<file path="src/rtl/out_buf_ctrl.sv">
// out_buf_ctrl
// Circular-buffer controller for the output sample BRAM. Two producers share
// the single BRAM write port under round-robin arbitration: requester 0 is the
// SNN result writer and requester 1 is the trace/debug writer. Write addresses
// are word-aligned byte addresses that wrap at BRAM_MAX_ADDR. Occupancy is
// tracked against the host read pointer. Writers are held off while the buffer
// is full, and a registered interrupt flags occupancy at or above IRQ_THRESH.
//
// Ports
//   clk, resetn        clock (rising edge), async active-low reset
//   enable             when low, no new grants are issued
//   clear              synchronous flush of pointers, count and pending grant
//   req0/req1          write requests, held until the matching grant is seen
//   data0/data1        write data, stable while the matching req is high
//   gnt0/gnt1          one-cycle grant; the BRAM write happens in that cycle
//   bram_en/bram_we    BRAM port enable and byte write enables
//   bram_addr/bram_din BRAM byte address and write data
//   rd_ack             host consumed the word at rd_addr
//   rd_addr            byte address of the oldest unread word
//   count              occupancy in words
//   empty/full/irq     registered occupancy flags
module out_buf_ctrl #(
    parameter logic [31:0] BRAM_MAX_ADDR = 32'h0000_2000,
    parameter logic [31:0] IRQ_THRESH    = BRAM_MAX_ADDR / 8
) (
    input  logic        clk,
    input  logic        resetn,
    input  logic        enable,
    input  logic        clear,
    input  logic        req0,
    input  logic        req1,
    input  logic [31:0] data0,
    input  logic [31:0] data1,
    output logic        gnt0,
    output logic        gnt1,
    output logic        bram_en,
    output logic [3:0]  bram_we,
    output logic [31:0] bram_addr,
    output logic [31:0] bram_din,
    input  logic        rd_ack,
    output logic [31:0] rd_addr,
    output logic [15:0] count,
    output logic        empty,
    output logic        full,
    output logic        irq
);

    localparam logic [16:0] DEPTH = 17'(BRAM_MAX_ADDR >> 2);

    logic [31:0] wrPtr_q,    wrPtr_d;
    logic [31:0] rdAddr_q,   rdAddr_d;
    logic [15:0] count_q,    count_d;
    logic        gnt0_q,     gnt0_d;
    logic        gnt1_q,     gnt1_d;
    logic        lastWin1_q, lastWin1_d;
    logic [31:0] bramAddr_q, bramAddr_d;
    logic [31:0] bramDin_q,  bramDin_d;
    logic        empty_q,    empty_d;
    logic        full_q,     full_d;
    logic        irq_q,      irq_d;

    logic        writing;
    logic        ackEff;
    logic [16:0] occAfter;
    logic        roomOk;
    logic        elig0, elig1;
    logic        win0, win1;

    // Word-aligned step with wrap at the top of the buffer.
    function automatic logic [31:0] stepAddr(input logic [31:0] a);
        return (a >= BRAM_MAX_ADDR - 32'd4) ? 32'd0 : a + 32'd4;
    endfunction

    // The cycle after a registered grant is the write cycle itself.
    assign writing = gnt0_q | gnt1_q;
    // An ack against an empty buffer has nothing to consume.
    assign ackEff  = rd_ack & ~empty_q;
    // Occupancy once the current write and ack have landed. A new grant is
    // only safe if this still leaves a free word.
    assign occAfter = {1'b0, count_q} + {16'b0, writing} - {16'b0, ackEff};
    assign roomOk   = occAfter < DEPTH;

    // A requester's own live grant masks it so a still-high req is not
    // written twice.
    assign elig0 = req0 & ~gnt0_q & enable & ~clear & roomOk;
    assign elig1 = req1 & ~gnt1_q & enable & ~clear & roomOk;
    // On a tie, the requester that did not win last time goes first.
    assign win0  = elig0 & (~elig1 | lastWin1_q);
    assign win1  = elig1 & (~elig0 | ~lastWin1_q);

    always_comb begin
        wrPtr_d    = writing ? stepAddr(wrPtr_q) : wrPtr_q;
        rdAddr_d   = ackEff ? stepAddr(rdAddr_q) : rdAddr_q;
        count_d    = occAfter[15:0];
        gnt0_d     = win0;
        gnt1_d     = win1;
        lastWin1_d = lastWin1_q;
        bramAddr_d = bramAddr_q;
        bramDin_d  = bramDin_q;
        if (win0 | win1) begin
            lastWin1_d = win1;
            // If a write is in flight, the new one lands on the next slot.
            bramAddr_d = writing ? stepAddr(wrPtr_q) : wrPtr_q;
            bramDin_d  = win1 ? data1 : data0;
        end
        if (clear) begin
            wrPtr_d    = 32'd0;
            rdAddr_d   = 32'd0;
            count_d    = 16'd0;
            gnt0_d     = 1'b0;
            gnt1_d     = 1'b0;
            lastWin1_d = 1'b1;
        end
        empty_d = (count_d == 16'd0);
        full_d  = ({1'b0, count_d} == DEPTH);
        irq_d   = ({16'b0, count_d} >= IRQ_THRESH);
    end

    always_ff @(posedge clk or negedge resetn) begin
        if (!resetn) begin
            wrPtr_q    <= 32'd0;
            rdAddr_q   <= 32'd0;
            count_q    <= 16'd0;
            gnt0_q     <= 1'b0;
            gnt1_q     <= 1'b0;
            lastWin1_q <= 1'b1;
            bramAddr_q <= 32'd0;
            bramDin_q  <= 32'd0;
            empty_q    <= 1'b1;
            full_q     <= 1'b0;
            irq_q      <= 1'b0;
        end else begin
            wrPtr_q    <= wrPtr_d;
            rdAddr_q   <= rdAddr_d;
            count_q    <= count_d;
            gnt0_q     <= gnt0_d;
            gnt1_q     <= gnt1_d;
            lastWin1_q <= lastWin1_d;
            bramAddr_q <= bramAddr_d;
            bramDin_q  <= bramDin_d;
            empty_q    <= empty_d;
            full_q     <= full_d;
            irq_q      <= irq_d;
        end
    end

    assign gnt0      = gnt0_q;
    assign gnt1      = gnt1_q;
    assign bram_en   = writing;
    assign bram_we   = {4{writing}};
    assign bram_addr = bramAddr_q;
    assign bram_din  = bramDin_q;
    assign rd_addr   = rdAddr_q;
    assign count     = count_q;
    assign empty     = empty_q;
    assign full      = full_q;
    assign irq       = irq_q;

endmodule

</file>
<file path="config.mk">
export PLATFORM = sky130hd
export DESIGN_NAME = out_buf_ctrl
export DESIGN_NICKNAME = d
export VERILOG_FILES = /design/src/rtl/out_buf_ctrl.sv
export SDC_FILE = /design/constraint.sdc
export NUM_CORES = 1
export LEC_CHECK = 0
export ABC_CLOCK_PERIOD_IN_PS = 5000
export CAP_MARGIN = 20
export CORE_UTILIZATION = 49
export CTS_CLUSTER_DIAMETER = 150
export CTS_CLUSTER_SIZE = 20
export DETAILED_ROUTE_END_ITERATION = 8
export PLACE_DENSITY_LB_ADDON = 0.2
export SYNTH_ARGS = -nofsm -noshare
export SYNTH_HDL_FRONTEND = slang
export SYNTH_SLANG_ARGS = --single-unit
</file>
<file path="constraint.sdc">
create_clock -name clk -period 5 [get_ports clk]
set_clock_uncertainty 0.1 [all_clocks]
set_input_delay 0.5 -clock clk [delete_from_list [all_inputs] [get_ports clk]]
set_output_delay 0.5 -clock clk [all_outputs]
set_load 0.005 [all_outputs]
</file>
# Word-level counts from Yosys, hierarchy flattened
# Cells that the tools add are included.
# Widths: inputs -> output; s select.
[op_classes]
order_cmp = 4
muxes = 12
add_sub_neg = 4
n_eq_ne = 1
bitwise = 22
n_reduce_logical = 3
[ops]
columns = ["cell", "n"]
rows = [
  ["$mux 32", 7],
  ["$add 32x3->32 const B", 2],
  ["$ge 32x13->1 const B", 2],
  ["$add 16x1->17", 1],
  ["$lt 17x12->1 const B", 1],
  ["$sub 17x1->17", 1],
  ["$eq 16x12->1 const B", 1],
  ["$ge 16x11->1 const B", 1],
  ["$logic_not 16->1", 1],
  ["$mux 16", 1],
  ["$and 1x1->1", 11],
  ["$not 1->1", 7],
  ["$mux 1", 4],
  ["$or 1x1->1", 4],
  ["$reduce_bool 2->1", 2],
]
[word_totals]
out_inout_bits = 122
reg_bits = 150

# Logic depth before layout (Yosys ltp)
# Gate-level depths: netlist of the first run.
[logic_depth]
ltp_word = 11
depth_mapped = 15
ltp_nobuf = 13

# Worst setup path after synthesis of the first run
# No wires, ideal clock.
[synth_timing]
path_kind = "flip-flop to flip-flop"
from = "register gnt1_q (netlist: gnt1)"
to = "register bramDin_q[10] (netlist: bram_din[10])"
arrival_time_ns = 3.614
slack_ns = 1.156
n_path_buf = 2
path_stages_with_launch = 15
setup_ns = 0.130
path_cell_list = "dfrtp_1 nor2_1 clkinv_1 ha_1 fa_1 a211oi_1 o21ai_0 a221oi_2 xor2_1 o211ai_1 or4_1 buf_4 buf_6 a22oi_2 o21ai_1"
[synth_via]
elab_chain_cells = 9
elab_cells_between_ends = 18
[synth_rtl]
columns = ["element", "line_no", "rtl"]
rows = [
  ["start: declaration", "54", "logic gnt1_q, gnt1_d;"],
  ["start signal: assignment", "137", "gnt1_q <= gnt1_d;"],
  ["$or 1x1->1 (*)", "75", "assign writing = gnt0_q | gnt1_q;"],
  ["net bram_en", "36", "output logic bram_en,"],
  ["$add 16x1->17 (*)", "80", "assign occAfter = {1'b0, count_q} + {16'b0, writing} - {16'b0, ackEff};"],
  ["$sub 17x1->17 (*)", "80", ""],
  ["$lt 17x12->1 (*)", "81", "assign roomOk = occAfter < DEPTH;"],
  ["$and 1x1->1, on equally long branches", "85, 86", ""],
  ["$not 1->1, on equally long branches", "89, 88", ""],
  ["$or 1x1->1, on equally long branches", "89, 88", ""],
  ["$and 1x1->1, on equally long branches", "89, 88", ""],
  ["$mux 32 / $or 1x1->1 (equally long branches)", "104, 100", ""],
  ["end signal: assignment", "140", "bramDin_q <= bramDin_d;"],
  ["end: declaration", "57", "logic [31:0] bramDin_q, bramDin_d;"],
]
# The timed path passes the listed nets; every way through them passes the cells marked *.
# A chain may end at the register's enable or synchronous reset.

# Final worst setup path of the first run
[layout_timing]
from = "input port rd_ack"
to = "register bramDin_q[29] (netlist: bram_din[29])"
[layout_via]
elab_chain_cells = 8
elab_cells_between_ends = 13
[layout_rtl]
columns = ["element", "line_no", "rtl"]
rows = [
  ["start: declaration", "40", "input logic rd_ack,"],
  ["$and 1x1->1 (*)", "77", "assign ackEff = rd_ack & ~empty_q;"],
  ["$sub 17x1->17 (*)", "80", ""],
  ["$lt 17x12->1 (*)", "81", ""],
  ["$and 1x1->1, on equally long branches", "85, 86", ""],
  ["$not 1->1, on equally long branches", "89, 88", ""],
  ["$or 1x1->1, on equally long branches", "89, 88", ""],
  ["$and 1x1->1, on equally long branches", "89, 88", ""],
  ["$mux 32 / $or 1x1->1 (equally long branches)", "104, 100", ""],
]
# Mark *: on every way between the ends. The rest lies on a longest branch, timed or not.

==> flow_summary.ini, run 1 <==
[status]
outcome = complete, no violations

[yosys]
synth-seq-area-share_pct = 50.5
synth_warnings = 0
yosys-top-cells-area = dfrtp_1 50%, a22oi_2 4.8%, nor2_1 3.4%
synth_edf_count = 0
synth_area_um2 = 7340
ys_types = 61
synth_ff_type = dfrtp_1
synth.largest_area_cell = dfrtp_1
synth_top_area_share_pct = 49.8
yosysMostFrequentCell = dfrtp_1
async_reset_ff_share_pct = 100
synthTopCellsByCount = 146 x dfrtp_1, 67 x nor2_1, 57 x inv_1, 57 x nand2_1, 32 x o21ai_0
syn_area_per_cell_um2 = 10.2
ys_seq_elements = 148
synth_cells = 719

[global_route]
grt_pass1_vias = 6037
grt_first_pass_wirelength_mm = 29.8
grt_start_max_net_pins = 111
antenna_found_initial = 0
overflow = 0
grt_usage_pct = 23.7

[power]
p_leak_nw = 4.39
ir_drop_mv = 0.247
power.density_nw_per_um2 = 462

[timing]
fmax_mhz = 225
grt_setup_unrepaired = no
final.period_utilization_pct = 88.7
maxSlewViolCount = 0
min_period_ns = 4.44
finalHoldViolCount = 0
finalSetupViolations = 0
timing.setup.tns_ns = 0
relSlewSlack_pct = 32.2
worst_slew_pin_slew_ns = 1.00

[final_layout]
fill_cells = 1118
final_layout_size_suffix_gt1_share_pct = 11.6
nets = 995
layoutNonFillerInstCount = 1100
syn_to_final_growth_pct = 36.1
antenna_cells = 0

[setup_path]
end_kind = flip-flop
crit_type = in -> reg
required_ns = 5.19
arrival_ns = 4.62
r2r_slack_ns = 0.63
startpoint_type = primary input
critPathMaxFanout = 64

[floorplanning]
num_io_pins = 193
die_area_um2 = 15500
die_height_um = 124
start_util_pct = 50.3
chipWidth_um = 124
rows = 44
coreArea_um2 = 14600

[flow_run]
maxCapViolations = 0

[routing]
drt_first_iter_violations = 389
routed_wl_mm = 17.9
drc_errors = 0
drt-wirelength-per-cell_um = 16.2
via_per_inst = 5.53
vias = 6080
ant_nets = 0
dr.pass1.iters = 5

[hold_path]
hp-class = reg -> reg

[place]
portBuffers = 190
dpl.cell_count = 1066
dp_hpwl_mm = 12.8
routabilityCongestion = 0.864

[clocking]
clockRootBuffer = clkbuf_16
htree_levels = 4
clk_pin_slew_ns = 0.06
cts_buffer_depth = 2
cts-resized-gates = 0
cts_tree = done
cts_buffers = 17
clk_latency_ns = 0.42
clkSinkCount = 148
==> critical path, cell delays in order <==
cell	delay, ns
clkdlybuf4s50_1	0.46
nor2b_1	0.22
ha_1	0.17
inv_1	0.05
ha_1	0.21
fa_1	0.43
a211oi_1	0.28
o21ai_0	0.24
a221oi_2	0.38
xor2_1	0.31
o211ai_1	0.15
or4_2	0.62
buf_12	0.21
a22oi_1	0.19
o21ai_0	0.11
==> area by class of cell <==
type                            instances  area, um2  share of cell area (%)
Clock buffer                           20        457                    4.57
Timing Repair Buffer                  202       2040                    20.4
Inverter                               58        218                    2.18
Sequential cell                       148       3710                    37.1
Clock inverter                         12        145                    1.45
Tap cell                              184        230                    2.31
Multi-Input combinational cell        476       3190                    31.9
==> cell families (layout without fill, tap and decap cells) <==
| kind of cell | count (synthesis) | after routing | synth area share [%] |
|---|---|---|---|
| AND/OR/NAND/NOR | 234 | 234 | 16.1 |
| AO/OA/AOI/OAI | 195 | 195 | 20.7 |
| flip-flops | 148 | 148 | 50.5 |
| buffers and inverters | 96 | 292 | 6.09 |
| XOR/XNOR | 24 | 24 | 2.86 |
| adder cells (fa/ha/maj) | 21 | 21 | 3.68 |
| other | 1 | 2 | 0.0511 |
==> registers in the layout, indices dropped and copies added, names as in the netlist <==
name / count
bram_din: 32
rd_addr: 30
gnt0: 1
count: 16
empty: 1
bram_addr: 32
wrPtr_q: 32
full: 1
irq: 1
gnt1: 1
lastWin1_q: 1
==> routing by layer <==
layer | share of wire [%] | vias to the layer above | GRT usage (%)
met5 | 0 | - | 0
met2 | 49 | 185 | 39.1
met4 | 1.9 | 0 | 9.07
met3 | 4.7 | 25 | 5.20
li1 | - | 2902 | -
met1 | 44 | 2968 | 30.4
==> cells in the final DEF, fill, tap and decap left out, types with 3 or more instances in the layout <==
cell type	count
or4_1	3
nand4_1	10
a211o_1	3
xor2_1	12
nor2_1	67
a22oi_2	28
xnor2_1	12
o31ai_2	18
o31ai_1	14
o21a_1	4
a21o_1	5
and3_1	14
nor2b_1	12
a22oi_1	4
nand2_1	57
inv_1	57
clkdlybuf4s50_1	189
buf_4	8
nor3_1	9
o21ai_1	30
o21ai_0	32
clkinv_4	5
nor4_1	12
a41oi_1	4
dfrtp_1	146
ha_1	20
a21oi_1	24
a31oi_1	5
and2_1	22
nand3_1	15
o211ai_1	5
clkbuf_16	17
==> report_power, final <==
part	switching (mW)	total (mW)	internal (mW)
registers	0.108	1.45	1.34
clock network	0.518	1.29	0.771
logic	1.00	1.88	0.882
==> path summary, 6_finish.rpt <==
kind	startpoint	endpoint	cells after the start
setup / recovery	rd_ack	bram_din[29]	15
max in group asynchronous	resetn	wrPtr_q[3]	4
hold reg to reg	bram_addr[26]	bram_addr[26]	2
hold / removal	bram_addr[26]	bram_addr[26]	2
setup reg to reg	empty	bram_din[29]	14
min in group asynchronous	resetn	count[10]	2
==> stage by stage <==
stage | utilization (%) | hold WS (ns) | setup slack [ns] | total power, mW | instance area, um2
finish | 68.4 | 0.386 | 0.564 | 4.62 | 9990
global route | 68.4 | 0.405 | 0.358 | 4.88 | 9990
CTS | 68.2 | 0.159 | 0.651 | 4.64 | 9950
detailed placement | 64.1 | 0.374 | 0.213 | 3.33 | 9350
global placement | 64.1 | 0.366 | 0.400 | 3.27 | 9350
floorplan | - | 0.104 | 1.16 | 2.73 | 7340
==> timing repair <==
action                                  4_1_cts  5_1_grt
hold endpoints to repair                      0       34
buffers inserted                              0        0
endpoints found under the setup margin        0        0
hold buffers                                  0        1
Note: power is estimated with default switching activity, not from simulation.
==> run 2, diff against run 1 <==
--- a/config.mk
+++ b/config.mk
@@ -7,7 +7,9 @@
 export LEC_CHECK = 0
 export ABC_CLOCK_PERIOD_IN_PS = 5000
 export CAP_MARGIN = 20
-export CORE_UTILIZATION = 49
+export CELL_PAD_IN_SITES_DETAIL_PLACEMENT = 1
+export CELL_PAD_IN_SITES_GLOBAL_PLACEMENT = 2
+export CORE_UTILIZATION = 30
 export CTS_CLUSTER_DIAMETER = 150
 export CTS_CLUSTER_SIZE = 20
 export DETAILED_ROUTE_END_ITERATION = 8
==> flow_summary.ini, run 2 (same netlist as run 1, synthesis figures left out) <==
[routing]
via_per_inst = 4.94
drt-wirelength-per-cell_um = 17.8
ant_nets = 0
drt_first_iter_violations = 250
dr.pass1.iters = 5
vias = 6107
drc_errors = 0
routed_wl_mm = 21.9

[global_route]
grt_start_max_net_pins = 107
overflow = 0
grt_usage_pct = 18.5
grt_pass1_vias = 6779
antenna_found_initial = 0
grt_first_pass_wirelength_mm = 35.9

[timing]
maxSlewViolCount = 0
finalSetupViolations = 0
finalHoldViolCount = 0
fmax_mhz = 229
final.period_utilization_pct = 87.3
finalWorstSetupSlack_ns = 0.633
timing.setup.tns_ns = 0
relSlewSlack_pct = 33.1
grt_setup_unrepaired = no
min_period_ns = 4.37
worst_slew_pin_slew_ns = 1.00

[floorplanning]
coreArea_um2 = 23800
num_io_pins = 193
rows = 56
start_util_pct = 30.9
chipWidth_um = 158
die_area_um2 = 25100
die_height_um = 158

[setup_path]
worstRegToRegCells = 14
r2r-end = bram_din[29]
crit_type = in -> reg
critPathBufInv = 3
critPathMaxStageDelay_ns = 0.60
r2r_start = empty
crit_chain = clkdlybuf4s50_1, nor2b_1, ha_1, inv_1, ha_1, fa_1, a211oi_1, o21ai_0, a221oi_2, xor2_1, o211ai_1, or4_2, buf_12, a22oi_1, o21ai_0
cp.depth = 15
required_ns = 5.19
startpoint_type = primary input
arrival_ns = 4.56
r2r_slack_ns = 0.69
critPathSlowestCell = or4_2
end_kind = flip-flop
crit_family = compound AO/OA/AOI/OAI gates
critPathMaxFanout = 64

[clocking]
cts_buffers = 17
cts-resized-gates = 0
htree_levels = 4
cts_tree = done
cts_buffer_depth = 2
clockRootBuffer = clkbuf_16
clkSinkCount = 148
cts_setup_buffers = 0
clk_latency_ns = 0.42
clk_pin_slew_ns = 0.07

[power]
ir_drop_mv = 0.191
p_leak_nw = 4.42
power.density_nw_per_um2 = 470

[status]
outcome = complete, no violations

[flow_run]
maxCapViolations = 0

[final_layout]
nets = 997
final_common_cell = clkdlybuf4s50_1
antenna_cells = 0
syn_to_final_growth_pct = 39.1
layout_common_cells = 189 x clkdlybuf4s50_1, 146 x dfrtp_1, 67 x nor2_1
final_layout_size_suffix_gt1_share_pct = 11.6

[place]
dp_slack_ns = 0.156
portBuffers = 190
routabilityCongestion = 0.821
dp_hpwl_mm = 15.8

[hold_path]
hp-class = in -> async
[run 2: cell types whose count changed in the layout (fill, tap and decap cells not counted)]
cell	previous run	this run
inv_6	2	1
buf_4	8	10
bufinv_16	2	5
clkinv_2	1	2
clkbuf_8	2	0
clkinv_4	5	2
[run 2: worst max-delay path by stage]
| stage | startpoint | endpoint | slack (ns) |
|---|---|---|---|
| 2_1_floorplan | gnt1 | bram_din[10] | 1.16 |
| 3_3_place_gp | rd_ack | bram_din[29] | 0.31 |
| 3_5_place_dp | rd_ack | bram_din[29] | 0.16 |
| 4_1_cts | rd_ack | bram_din[29] | 0.60 |
| 5_1_grt | rd_ack | bram_din[29] | 0.23 |
| 6_report | rd_ack | bram_din[29] | 0.63 |
[run 2: per-layer routing]
metal / part of all wire [%] / routed length [um] / global-route usage, % / vias up
met2: 51 / 11300 / 33.0 / 130
li1: - / - / - / 2884
met4: 1.6 / 357 / 5.86 / 0
met5: 0 / 0 / 0 / -
met1: 43 / 9420 / 21.8 / 3071
met3: 4.1 / 896 / 4.44 / 22
[run 2: cell type report]
class | count | area, um2
clock buffer | 18 | 429
clock inverter | 12 | 205
fill | 2595 | 13600
inverter | 58 | 218
multi-input combinational | 476 | 3190
sequential | 148 | 3710
tap | 319 | 399
timing repair buffer | 204 | 2060
[run 2: through the flow]
step / instances / utilization (%) / hold slack, ns / total power, mW / area (um2)
floorplan: 720 / - / 0.104 / 2.73 / 7340
global placement: 1203 / 40.1 / 0.363 / 3.36 / 9530
detailed placement: 1203 / 40.1 / 0.376 / 3.42 / 9530
CTS: 1233 / 42.8 / 0.160 / 4.86 / 10200
global route: 1235 / 43.0 / 0.393 / 5.12 / 10200
finish: 1235 / 43.0 / 0.379 / 4.80 / 10200
[run 2: what timing repair did]
action | 4_1_cts | 5_1_grt
hold endpoints to repair | 0 | 13
hold buffers | 0 | 1
setup endpoints to repair | 0 | 0
[run 2: worst register-to-register path: stages, from the launching register on]
cell	delay, ns
dfstp_2	0.53
nor2b_1	0.07
ha_1	0.28
inv_1	0.04
ha_1	0.22
fa_1	0.43
a211oi_1	0.31
o21ai_0	0.25
a221oi_2	0.36
xor2_1	0.31
o211ai_1	0.14
or4_2	0.60
buf_12	0.24
a22oi_1	0.21
o21ai_0	0.12
[run 2: power by group]
group	internal, mW	total, mW	switching (mW)
logic	0.886	1.95	1.07
clock network	0.885	1.40	0.513
registers	1.34	1.44	0.106
total	3.11	4.79	1.69
